File: src/rtl/fifo8_delay_drain.sv
// fifo8_delay_drain
// Programmable sample delay line with end-of-burst drain. Accepted input
// samples are written into a 64-entry ring buffer. Once the latched delay
// is filled, every accepted sample reads out the sample from d_lat accepted
// beats earlier. A beat flagged last moves the block to DRAIN. DRAIN flushes
// every stored sample, and the final flushed sample is marked with
// data_out_last.
//
// Ports
//   clk            : single clock
//   rstn           : synchronous active-low reset
//   delay_ctl      : requested delay, clamped to 63, latched on FILL entry
//   data_in        : input sample
//   data_in_valid  : qualifies data_in
//   data_in_last   : end of burst (only meaningful with data_in_valid)
//   data_out       : delayed sample, registered; holds while not valid
//   data_out_valid : qualifies data_out
//   data_out_last  : final sample of a drain
//   busy           : high in IDLE and DRAIN, where input is not accepted
//   drop           : one-cycle pulse after each discarded input beat
module fifo8_delay_drain #(
  parameter int DATA_WIDTH      = 8,
  parameter int DELAY_CTL_WIDTH = 7
) (
  input  logic                       clk,
  input  logic                       rstn,
  input  logic [DELAY_CTL_WIDTH-1:0] delay_ctl,
  input  logic [DATA_WIDTH-1:0]      data_in,
  input  logic                       data_in_valid,
  input  logic                       data_in_last,
  output logic [DATA_WIDTH-1:0]      data_out,
  output logic                       data_out_valid,
  output logic                       data_out_last,
  output logic                       busy,
  output logic                       drop
);

  localparam int DEPTH = 64;

  typedef enum logic [1:0] {
    S_IDLE,
    S_FILL,
    S_RUN,
    S_DRAIN
  } state_t;

  state_t                r_state;
  logic [2:0]            r_idle_cnt;
  logic [5:0]            r_wp;
  logic [5:0]            r_rp;
  logic [6:0]            r_occ;
  logic [5:0]            r_d_lat;
  logic [DATA_WIDTH-1:0] r_mem [0:DEPTH-1];

  logic [5:0]            w_d_req;
  logic                  w_accept;
  logic                  w_rd_beat;
  logic [DATA_WIDTH-1:0] w_rd_data;

  // Requested delay clamped to the largest delay the ring can hold.
  always_comb begin
    w_d_req = delay_ctl[5:0];
    if (delay_ctl > DELAY_CTL_WIDTH'(DEPTH - 1)) begin
      w_d_req = 6'(DEPTH - 1);
    end
  end

  // A beat is accepted only in FILL/RUN. An accepted beat also reads once
  // the buffer already holds d_lat samples.
  always_comb begin
    w_accept  = data_in_valid && ((r_state == S_FILL) || (r_state == S_RUN));
    w_rd_beat = w_accept && (r_occ == {1'b0, r_d_lat});
  end

  // With an empty buffer (d_lat = 0) the sample being written is the
  // oldest one. It is forwarded directly because the RAM write has not
  // landed yet.
  always_comb begin
    w_rd_data = r_mem[r_rp];
    if (r_occ == 7'd0) begin
      w_rd_data = data_in;
    end
  end

  // Sample storage. It is not reset, because its contents are discarded
  // on reset anyway.
  always_ff @(posedge clk) begin
    if (rstn && w_accept) begin
      r_mem[r_wp] <= data_in;
    end
  end

  always_ff @(posedge clk) begin
    if (!rstn) begin
      r_state        <= S_IDLE;
      r_idle_cnt     <= '0;
      r_wp           <= '0;
      r_rp           <= '0;
      r_occ          <= '0;
      r_d_lat        <= '0;
      data_out       <= '0;
      data_out_valid <= 1'b0;
      data_out_last  <= 1'b0;
      busy           <= 1'b1;
      drop           <= 1'b0;
    end else begin
      data_out_valid <= 1'b0;
      data_out_last  <= 1'b0;
      drop           <= 1'b0;

      case (r_state)
        S_IDLE: begin
          drop       <= data_in_valid;
          r_idle_cnt <= r_idle_cnt + 3'd1;
          if (r_idle_cnt == 3'd7) begin
            r_state <= S_FILL;
            r_d_lat <= w_d_req;
            busy    <= 1'b0;
          end
        end

        S_FILL, S_RUN: begin
          if (data_in_valid) begin
            r_wp <= r_wp + 6'd1;
            if (w_rd_beat) begin
              r_rp           <= r_rp + 6'd1;
              data_out       <= w_rd_data;
              data_out_valid <= 1'b1;
            end else begin
              r_occ <= r_occ + 7'd1;
            end

            if (data_in_last) begin
              // A read beat on an empty buffer leaves nothing to drain.
              // That beat carries the last flag, and DRAIN is skipped.
              if (w_rd_beat && (r_occ == 7'd0)) begin
                data_out_last <= 1'b1;
                r_state       <= S_FILL;
                r_d_lat       <= w_d_req;
              end else begin
                r_state <= S_DRAIN;
                busy    <= 1'b1;
              end
            end else if (w_rd_beat) begin
              r_state <= S_RUN;
            end
          end
        end

        S_DRAIN: begin
          drop           <= data_in_valid;
          data_out       <= r_mem[r_rp];
          data_out_valid <= 1'b1;
          r_rp           <= r_rp + 6'd1;
          r_occ          <= r_occ - 7'd1;
          if (r_occ == 7'd1) begin
            data_out_last <= 1'b1;
            r_state       <= S_FILL;
            r_d_lat       <= w_d_req;
            busy          <= 1'b0;
          end
        end

        default: begin
          r_state <= S_IDLE;
          busy    <= 1'b1;
        end
      endcase
    end
  end

endmodule

File: config.mk
export PLATFORM = sky130hd
export DESIGN_NAME = fifo8_delay_drain
export DESIGN_NICKNAME = d
export VERILOG_FILES = /design/src/rtl/fifo8_delay_drain.sv
export SDC_FILE = /design/constraint.sdc
export NUM_CORES = 1
export LEC_CHECK = 0
export ABC_AREA = 1
export BUFFER_PORTS_ARGS = -buffer_cell sky130_fd_sc_hd__buf_2
export CAP_MARGIN = 15
export CORE_ASPECT_RATIO = 1.4
export CORE_UTILIZATION = 63
export CTS_CLUSTER_SIZE = 16
export DETAILED_ROUTE_END_ITERATION = 8
export GPL_TIMING_DRIVEN = 0
export PLACE_DENSITY = 0.81
export SETUP_SLACK_MARGIN = 0.1
export SLEW_MARGIN = 40
export SYNTH_ARGS = -nofsm -noshare
export SYNTH_HDL_FRONTEND = slang
export SYNTH_SLANG_ARGS = --single-unit
File: constraint.sdc
create_clock -name clk -period 2.5 [get_ports clk]
set_input_delay 0 -clock clk [delete_from_list [all_inputs] [get_ports clk]]
set_output_delay 0 -clock clk [all_outputs]
set_load 0.02 [all_outputs]
== Word level (Yosys, flattened, before mapping) ==
Memory sizes are Yosys's and may differ from the RTL's. A register that Yosys moved wholly into a read port is not among the register bits.
Cells that the tools add are included.
W data, S select, Z words.

* Add/sub/neg operators: 5
* Magnitude comparators: 1
* Eq/ne operators: 15
* Muxes and demuxes: 42
* Reduce and logical (&&, ||, !) cells: 17

{| class="wikitable"
|+ Operators with widths
! operator !! number
|-
| $mux W6 || 10
|-
| $mux W8 || 3
|-
| $pmux W6 S3 || 1
|-
| $ne A2 B2 Y1 const B || 8
|-
| $pmux W8 S2 || 1
|-
| $mux W7 || 2
|-
| $pmux W7 S2 || 1
|-
| $mux W1 || 13
|-
| $add A6 B1 Y6 const B || 2
|-
| $mux W2 || 6
|-
| $pmux W6 S2 || 1
|-
| $reduce_and A5 Y1 || 2
|-
| $add A7 B1 Y7 const B || 1
|-
| $eq A7 B1 Y1 const B || 1
|-
| $eq A7 B6 Y1 || 1
|-
| $gt A7 B6 Y1 const B || 1
|-
| $logic_not A7 Y1 || 1
|-
| $sub A7 B1 Y7 const B || 1
|-
| $pmux W2 S3 || 1
|-
| $reduce_and A3 Y1 || 2
|-
| $eq A2 B2 Y1 const B || 2
|-
| $logic_and A1 B1 Y1 || 4
|-
| $pmux W1 S2 || 2
|-
| $reduce_and A2 Y1 || 2
|-
| 10 further kinds || 11
|}

* Bits in registers: 42
* Bits in writable memories: 512
* Bits of input ports: 19
* Memories kept: 1

{| class="wikitable"
|+ Memory list
! memory !! depth !! bits a word !! read ports !! clocked after memory_dff !! write ports !! line !! RTL
|-
| r_mem || 64 || 8 || 1 || 1 || 1 || 53 || <nowiki>logic [DATA_WIDTH-1:0] r_mem [0:DEPTH-1];</nowiki>
|}

== Depth between registers and ports, before layout ==
Gate-level depths: netlist of run 1.

* Depth in word-level cells: 9
* Depth in mapped cells: 14

== Worst setup path before layout of run 1 ==
No wires, ideal clock.

* Path kind: flip-flop to flip-flop
* From: reg r_state[0]
* To: mem r_mem[11][0] (enable)
* Setup time: 0.371 ns
* Data arrival time: 1.744 ns
* Data required time: 2.129 ns
* Slack: 0.385 ns
* Cell stages (with the launch flop): 7
* Clock period less this slack: 2.115 ns
* Path through: dfxtp_1 inv_1 ha_1 nand2_1 nor2_1 nand4_1 nor2_1

* Word-level cells in the longest chain between the ends: 6
* Elaborated cells between the ends (all ways): 7
* Classes of those cells: eq/ne (2); mux (2); reduce/logical (3)

{| class="wikitable"
|+ RTL lines
! item !! line !! RTL
|-
| start, declared || 47 || <nowiki>state_t r_state;</nowiki>
|-
| start signal, assigned || 95 || <nowiki>r_state <= S_IDLE;</nowiki>
|-
| start signal, assigned || 116 || <nowiki>r_state <= S_FILL;</nowiki>
|-
| start signal, assigned || 138 || <nowiki>r_state <= S_FILL;</nowiki>
|-
| $eq A2 B1 Y1 or $eq A2 B2 Y1 (tied branches) || 71 || <nowiki>w_accept = data_in_valid && ((r_state == S_FILL) || (r_state == S_RUN));</nowiki>
|-
| $logic_or A1 B1 Y1 (*) || 71 ||
|-
| $logic_and A1 B1 Y1 (*) || 71 ||
|-
| $logic_and A1 B1 Y1 (*) || 88 || <nowiki>if (rstn && w_accept) begin</nowiki>
|-
| $mux W1 (*) || 88 ||
|-
| $mux W1 (implied by the code) (*) || 89 || <nowiki>r_mem[r_wp] <= data_in;</nowiki>
|-
| end, declared || 53 ||
|}

Mark *: on every way between the ends. The rest lies on a longest branch, timed or not.

== Worst setup path after layout of run 1 ==
* From: reg r_wp[3]
* To: mem r_mem[36][6] (enable)

{| class="wikitable"
|+ RTL lines
! item !! line !! RTL
|-
| start, declared || 49 || <nowiki>logic [5:0] r_wp;</nowiki>
|-
| start signal, assigned || 124 || <nowiki>r_wp <= r_wp + 6'd1;</nowiki>
|}

Straight into the memory's write port.

==> results of run 1 <==
-- per-layer routing --
layer	track usage	up-vias	wire (um)	part of all wire
li1	-	7471	-	-
met1	0.414	7971	21900	0.33
met2	0.601	1051	33000	0.49
met3	0.0580	305	5720	0.085
met4	0.305	0	6430	0.096
met5	0	-	0	0
-- placed cells by master (no fill, tap or decap), types with 8 or more instances in the layout --
cell           Yosys  final
nor3_1             8      8
a21oi_1           31     31
nor2_2             1     35
buf_2             46     62
buf_1             22     14
dfxtp_1           48     48
edfxtp_1         512    512
nand4_1           10     10
ha_1               9      8
o21ai_0           15     15
nor2_1            89     23
buf_4             18     37
nand2_1          694    694
clkbuf_4           0      8
dlygate4sd3_1      0     11
buf_6             12     14
bufinv_16          0     11
nor2_4             2     34
o21ai_1           10     10
inv_1             31     31
clkbuf_1          20     16
clkbuf_2           0     14
clkbuf_16          0     51
clkinv_1           0     13
nand3_1          454    451
-- cell families after synthesis --
| group | count (synthesis) | synth area share |
|---|---|---|
| and+or+nand+nor | 1277 | 0.237 |
| DFF | 560 | 0.704 |
| buffers and inverters | 156 | 0.0345 |
| AOI/OAI and AO/OA | 69 | 0.0167 |
| adders and majority gates | 9 | 0.00485 |
| xor gates and xnor gates | 8 | 0.00302 |
-- final cells by class --
type / instances / area share
Sequential cell: 560 / 0.620
Multi-Input combinational cell: 1363 / 0.243
Tap cell: 462 / 0.0219
Clock buffer: 55 / 0.0490
Timing Repair Buffer: 56 / 0.0159
Buffer: 118 / 0.0268
Antenna cell: 2 / 0.000190
Inverter: 38 / 0.00541
Clock inverter: 37 / 0.0176
-- worst max-delay path by stage --
stage | from | slack, ns | to
4_1_cts | r_state[0] | -0.19 | r_mem[31][4]
5_1_grt | r_state[0] | 0.07 | r_mem[14][0]
6_report | r_wp[3] | 0.17 | r_mem[36][6]
3_5_place_dp | r_state[0] | -0.66 | r_mem[35][5]
3_3_place_gp | r_state[0] | -0.63 | r_mem[33][1]
2_1_floorplan | r_state[0] | 0.38 | r_mem[11][0]
-- worst reg2reg max path, stage by stage (launching register included) --
cell	delay, ns
dfxtp_1	0.35
inv_1	0.19
nand3_1	0.70
nor2_2	0.71
-- sequential cells by signal, summed over array words and instances, names as in the netlist, 2 cells and up, named ones only --
name / count
r_d_lat: 6
r_idle_cnt: 3
r_rp: 6
data_out: 8
r_occ: 7
r_mem: 512
r_state: 2
r_wp: 6
-- metrics by stage --
| step | power [mW] | cell area [sq um] | hold slack [ns] | util |
|---|---|---|---|---|
| 5_1_grt | 28.1 | 26400 | 0.0176 | 0.732 |
| 6_report | 27.2 | 26400 | 0.0183 | 0.732 |
| 3_5_place_dp | 18.7 | 24000 | 0.249 | 0.665 |
| 2_1_floorplan | 16.0 | 23200 | 0.0989 | - |
| 3_3_place_gp | 18.5 | 23900 | 0.248 | 0.665 |
| 4_1_cts | 26.9 | 26100 | 0.00984 | 0.725 |
-- Yosys cell counts, drive strengths merged --
cell type / instances / area, sq um
a21oi: 31 / 155
a32oi: 1 / 8.76
and3: 2 / 12.5
buf: 98 / 583
clkbuf: 20 / 75.1
dfxtp: 48 / 961
edfxtp: 512 / 15400
ha: 9 / 113
inv: 38 / 143
nand2: 698 / 2640
nand3: 455 / 2290
nand4: 11 / 75.1
nor2: 92 / 363
nor3: 10 / 66.3
o211a: 1 / 10.0
o211ai: 7 / 52.6
o21ai: 26 / 141
o22ai: 3 / 18.8
or2: 9 / 56.3
xnor2: 3 / 26.3
xor2: 5 / 43.8
-- timing repair --
action                                  in CTS  in global routing
endpoints found under the hold margin       19                  0
pin swaps                                    7                  3
setup buffers                               13                  2
resized for setup                           62                 72
hold buffers                                11                  0
endpoints found under the setup margin     513                502
-- power groups by stage --
stage                     clock (mW)  sequential, mW  combinational (mW)
after floorplan                    0            10.8                5.15
after global placement             0            10.8                7.69
after detailed placement           0            10.8                7.94
after CTS                       8.21            10.6                8.05
after global routing            8.56            10.6                8.96
final                           8.24            10.6                8.34
==> metrics.txt, run 1 <==
P&R area growth vs syn=13.6%; Flop pwr share=0.390; internal power=17.8 mW; fin crit period=2.33 ns; Setup Skew=0.0217 ns; Rel. slew slack=0.350; R2R cell count=3; share of cells above drive strength 1=0.138; Mapped Cells=2079; fin crit share=0.933; H-tree depth=2; max-cap check violation count=0; Max Fclk=429 MHz; vias post-DR=16800; synthesized area per cell=11.2 sq um; Die Wd=164 um; Worst EP arrival=2.55 ns; reg2reg start=r_wp[3]; Clock Sinks=560; kind of critical path=flip-flop to flip-flop; beginning of the worst hold path=data_in[6]; Hold Path Stages=1; filler instances=2269; vias per inst=6.24; RSZ-0062 raised after global routing=yes; critical path endpoint category=flip-flop; number of global-route vias before repair=16500; initial antenna violation count=1; # IOs=31; initial drt markers=2071; # setup viols final=0; area occupied by multi-input gates=0.00642 sq mm; DR pass1 iterations=8; Gate power share=0.307; Hold Fails Final Rpt=0; Port Buf Inserts=30; layout net count=2214; syn nets=2107; Root Driver=clkbuf_16; library cells used by synthesis=36; Hold EP=r_mem[55][6]; status=complete, no violations; sequential cell area=0.0163 sq mm; CP top delay family=simple AND/OR/NAND/NOR gates; clk_lat worst skew=0.59 ns; Clock Path Buffers=3; placed cells=2571; Critical Path Stages=3; flop-to-flop setup slack=0.17 ns; DIE AREA=0.0376 sq mm; switching power summed over all nets=9.39 mW; CP max stage cell=nand3_1; CTS tree=built; initial core utilization=0.644; Slew Limit Fails=0; largest net degree at the start of global routing=66; slowest stage delay, CP=0.70 ns; Power Density=1030 mW/mm^2; Reg-to-Reg End=r_mem[36][6]; first-pass GRT wire length=97500 um; Cell Chain, Critical Path=inv_1 > nand3_1 > nor2_2; DRC violations left=0; critical path fanouts, max=8; hold crit path type=input pin to flip-flop; Post-DP HPWL=43300 um; Synth Register Bits=560; worst vdd ir=0.000842 V; Worst Max-Slew Pin Slew=0.972 ns; mapped cell area=0.0232 sq mm; fin cells=2691; switch share=0.346; post-synthesis sequential area ratio=0.704; routability cong.=0.917; routed wire length per instance=24.9 um; Critical Path RT=2.72 ns; Critical Path Source Type=flip-flop; CTS clk-pin slew, worst paths=0.07 ns; grt total ovfl=0; Critical path buffers and inverters=1; Die H=229 um; row cnt=82; Tot GR Track Use=0.365; Syn. warnings=0; setup_tns=0 ns; pre-CTS WS=-0.664 ns; Core Box Area=0.0360 sq mm; Post-DRT Antenna Nets=0; Leak=9.53 nW; setup ws final=0.168 ns; total CTS buffers=49; DRT Wirelength=67000 um; clock group share of total power=0.303
Note: power is estimated with default switching activity, not from simulation.
==> run 2, diff against run 1 <==
--- a/config.mk
+++ b/config.mk
@@ -14,7 +14,9 @@
 export DETAILED_ROUTE_END_ITERATION = 8
 export GPL_TIMING_DRIVEN = 0
 export PLACE_DENSITY = 0.81
+export RECOVER_POWER = 50
 export SETUP_SLACK_MARGIN = 0.1
+export SKIP_LAST_GASP = 1
 export SLEW_MARGIN = 40
 export SYNTH_ARGS = -nofsm -noshare
 export SYNTH_HDL_FRONTEND = slang
==> run 2 against run 1 <==
The run now ends with capacitance limit, slew limit left; critical endpoint is now r_mem[36][7]; routed wire length is 0.11% lower; largest power group unchanged; critical path type unchanged; clock skew hardly changed; combinational power is 0.6% lower; hold slack better by 0.21 ns.
==> metrics.txt, run 2 (same netlist as run 1, synthesis figures left out) <==
beginning of the worst hold path=data_in_last; critical path fanouts, max=8; number of global-route vias before repair=16500; initial drt markers=2037; kind of critical path=flip-flop to flip-flop; filler instances=2281; worst vdd ir=0.000846 V; leading cell type in the layout, fill and taps excluded=nand2_1; fin crit period=2.33 ns; DRC violations left=0; vias per inst=6.25; Clock Path Buffers=3; row cnt=82; Post-DP HPWL=43300 um; Critical Path Source Type=flip-flop; vias post-DR=16800; Worst Max-Slew Pin Slew=1.70 ns; total power=27.2 mW; Top Registers=r_mem x512, data_out x8, r_occ x7; Leak=9.48 nW; Core Box Area=0.0360 sq mm; flop-to-flop setup slack=0.17 ns; # setup viols final=0; Root Driver=clkbuf_16; RSZ-0062 raised after global routing=yes; reg2reg start=r_wp[3]; Die Wd=164 um; largest net degree at the start of global routing=66; Reg-to-Reg End=r_mem[36][7]; routability cong.=0.917; Max Fclk=430 MHz; CTS tree=built; number of flip-flops in the largest register=512; Hold Fails Final Rpt=0; Power Density=1030 mW/mm^2; first-pass GRT wire length=97500 um; fin crit share=0.930; pre-CTS WS=-0.664 ns; setup ws final=0.175 ns; clk_lat worst skew=0.59 ns; max-cap check violation count=8; critical path endpoint category=flip-flop; Slew Limit Fails=528; failing checks=capacitance limit, slew limit; share of cells above drive strength 1=0.131; status=finished with violations; Clock Sinks=560; P&R area growth vs syn=13.4%; Hold Path Stages=4; area post-placement=0.0240 sq mm; Top reg by flops=r_mem; Hold EP=data_out_last; # IOs=31; DIE AREA=0.0376 sq mm; Setup Skew=0.0214 ns; H-tree depth=2; Worst EP arrival=2.54 ns; routed wire length per instance=24.9 um; Port Buf Inserts=30; Rel. slew slack=-0.136; Die H=229 um; initial antenna violation count=1; Tot GR Track Use=0.365; initial core utilization=0.644; DR pass1 iterations=8; total CTS buffers=49; Critical Path RT=2.72 ns; CTS clk-pin slew, worst paths=0.07 ns; R2R cell count=3; commonest cells after routing, fill and taps aside=nand2_1 (695), edfxtp_1 (512), nand3_1 (451); hold crit path type=input pin to flip-flop; Post-DRT Antenna Nets=0; grt total ovfl=0; final instance area=0.0263 sq mm; layout net count=2214; DRT Wirelength=66900 um; setup_tns=0 ns
[run 2: layout make-up]
cell class	instances	area (sq um)	area share
Clock inverter	37	463	0.0176
Multi-Input combinational cell	1363	6410	0.244
Antenna cell	1	2.50	0.0000951
Timing Repair Buffer	56	382	0.0145
Buffer	118	706	0.0268
Clock buffer	55	1290	0.0491
Sequential cell	560	16300	0.621
Inverter	38	143	0.00542
Tap cell	462	578	0.0220
[run 2: power by group]
group / total [mW] / internal, mW / switching [mW]
clock: 8.25 / 4.86 / 3.39
combinational: 8.29 / 2.45 / 5.84
sequential: 10.6 / 10.5 / 0.153
[run 2: through the flow]
step                std cells   util  hold slack [ns]
floorplan                2079      -           0.0989
global placement         2571  0.665            0.248
detailed placement       2571  0.665            0.249
CTS                      2687  0.725          0.00984
global route             2689  0.731            0.247
finish                   2690  0.731            0.225
[run 2: worst max path at each step]
stage | cells after the start | slack [ns] | to | startpoint
2_1_floorplan | 6 | 0.38 | r_mem[11][0] | r_state[0]
3_3_place_gp | 6 | -0.63 | r_mem[33][1] | r_state[0]
3_5_place_dp | 6 | -0.66 | r_mem[35][5] | r_state[0]
4_1_cts | 6 | -0.19 | r_mem[31][4] | r_state[0]
5_1_grt | 6 | 0.08 | r_mem[15][1] | r_state[0]
6_report | 3 | 0.17 | r_mem[36][7] | r_wp[3]
[run 2: routing by layer]
metal,global-route usage,part of all wire,up-vias
met2,0.601,0.49,1091
met1,0.414,0.32,7942
met4,0.305,0.098,0
met3,0.0580,0.087,312
li1,-,-,7477
met5,0,0,-
[run 2: critical path: stages, from the launching register on]
cell and delay (ns):
dfxtp_1 0.35, inv_1 0.19, nand3_1 0.71, nor2_2 0.69
[run 2: what timing repair did]
item                                   CTS  global route
setup endpoints to repair              513           502
endpoints found under the hold margin   19             0
pin swaps                                7             3
gates resized for setup                 62            72
setup buffers                           13             2
hold buffers                            11             0
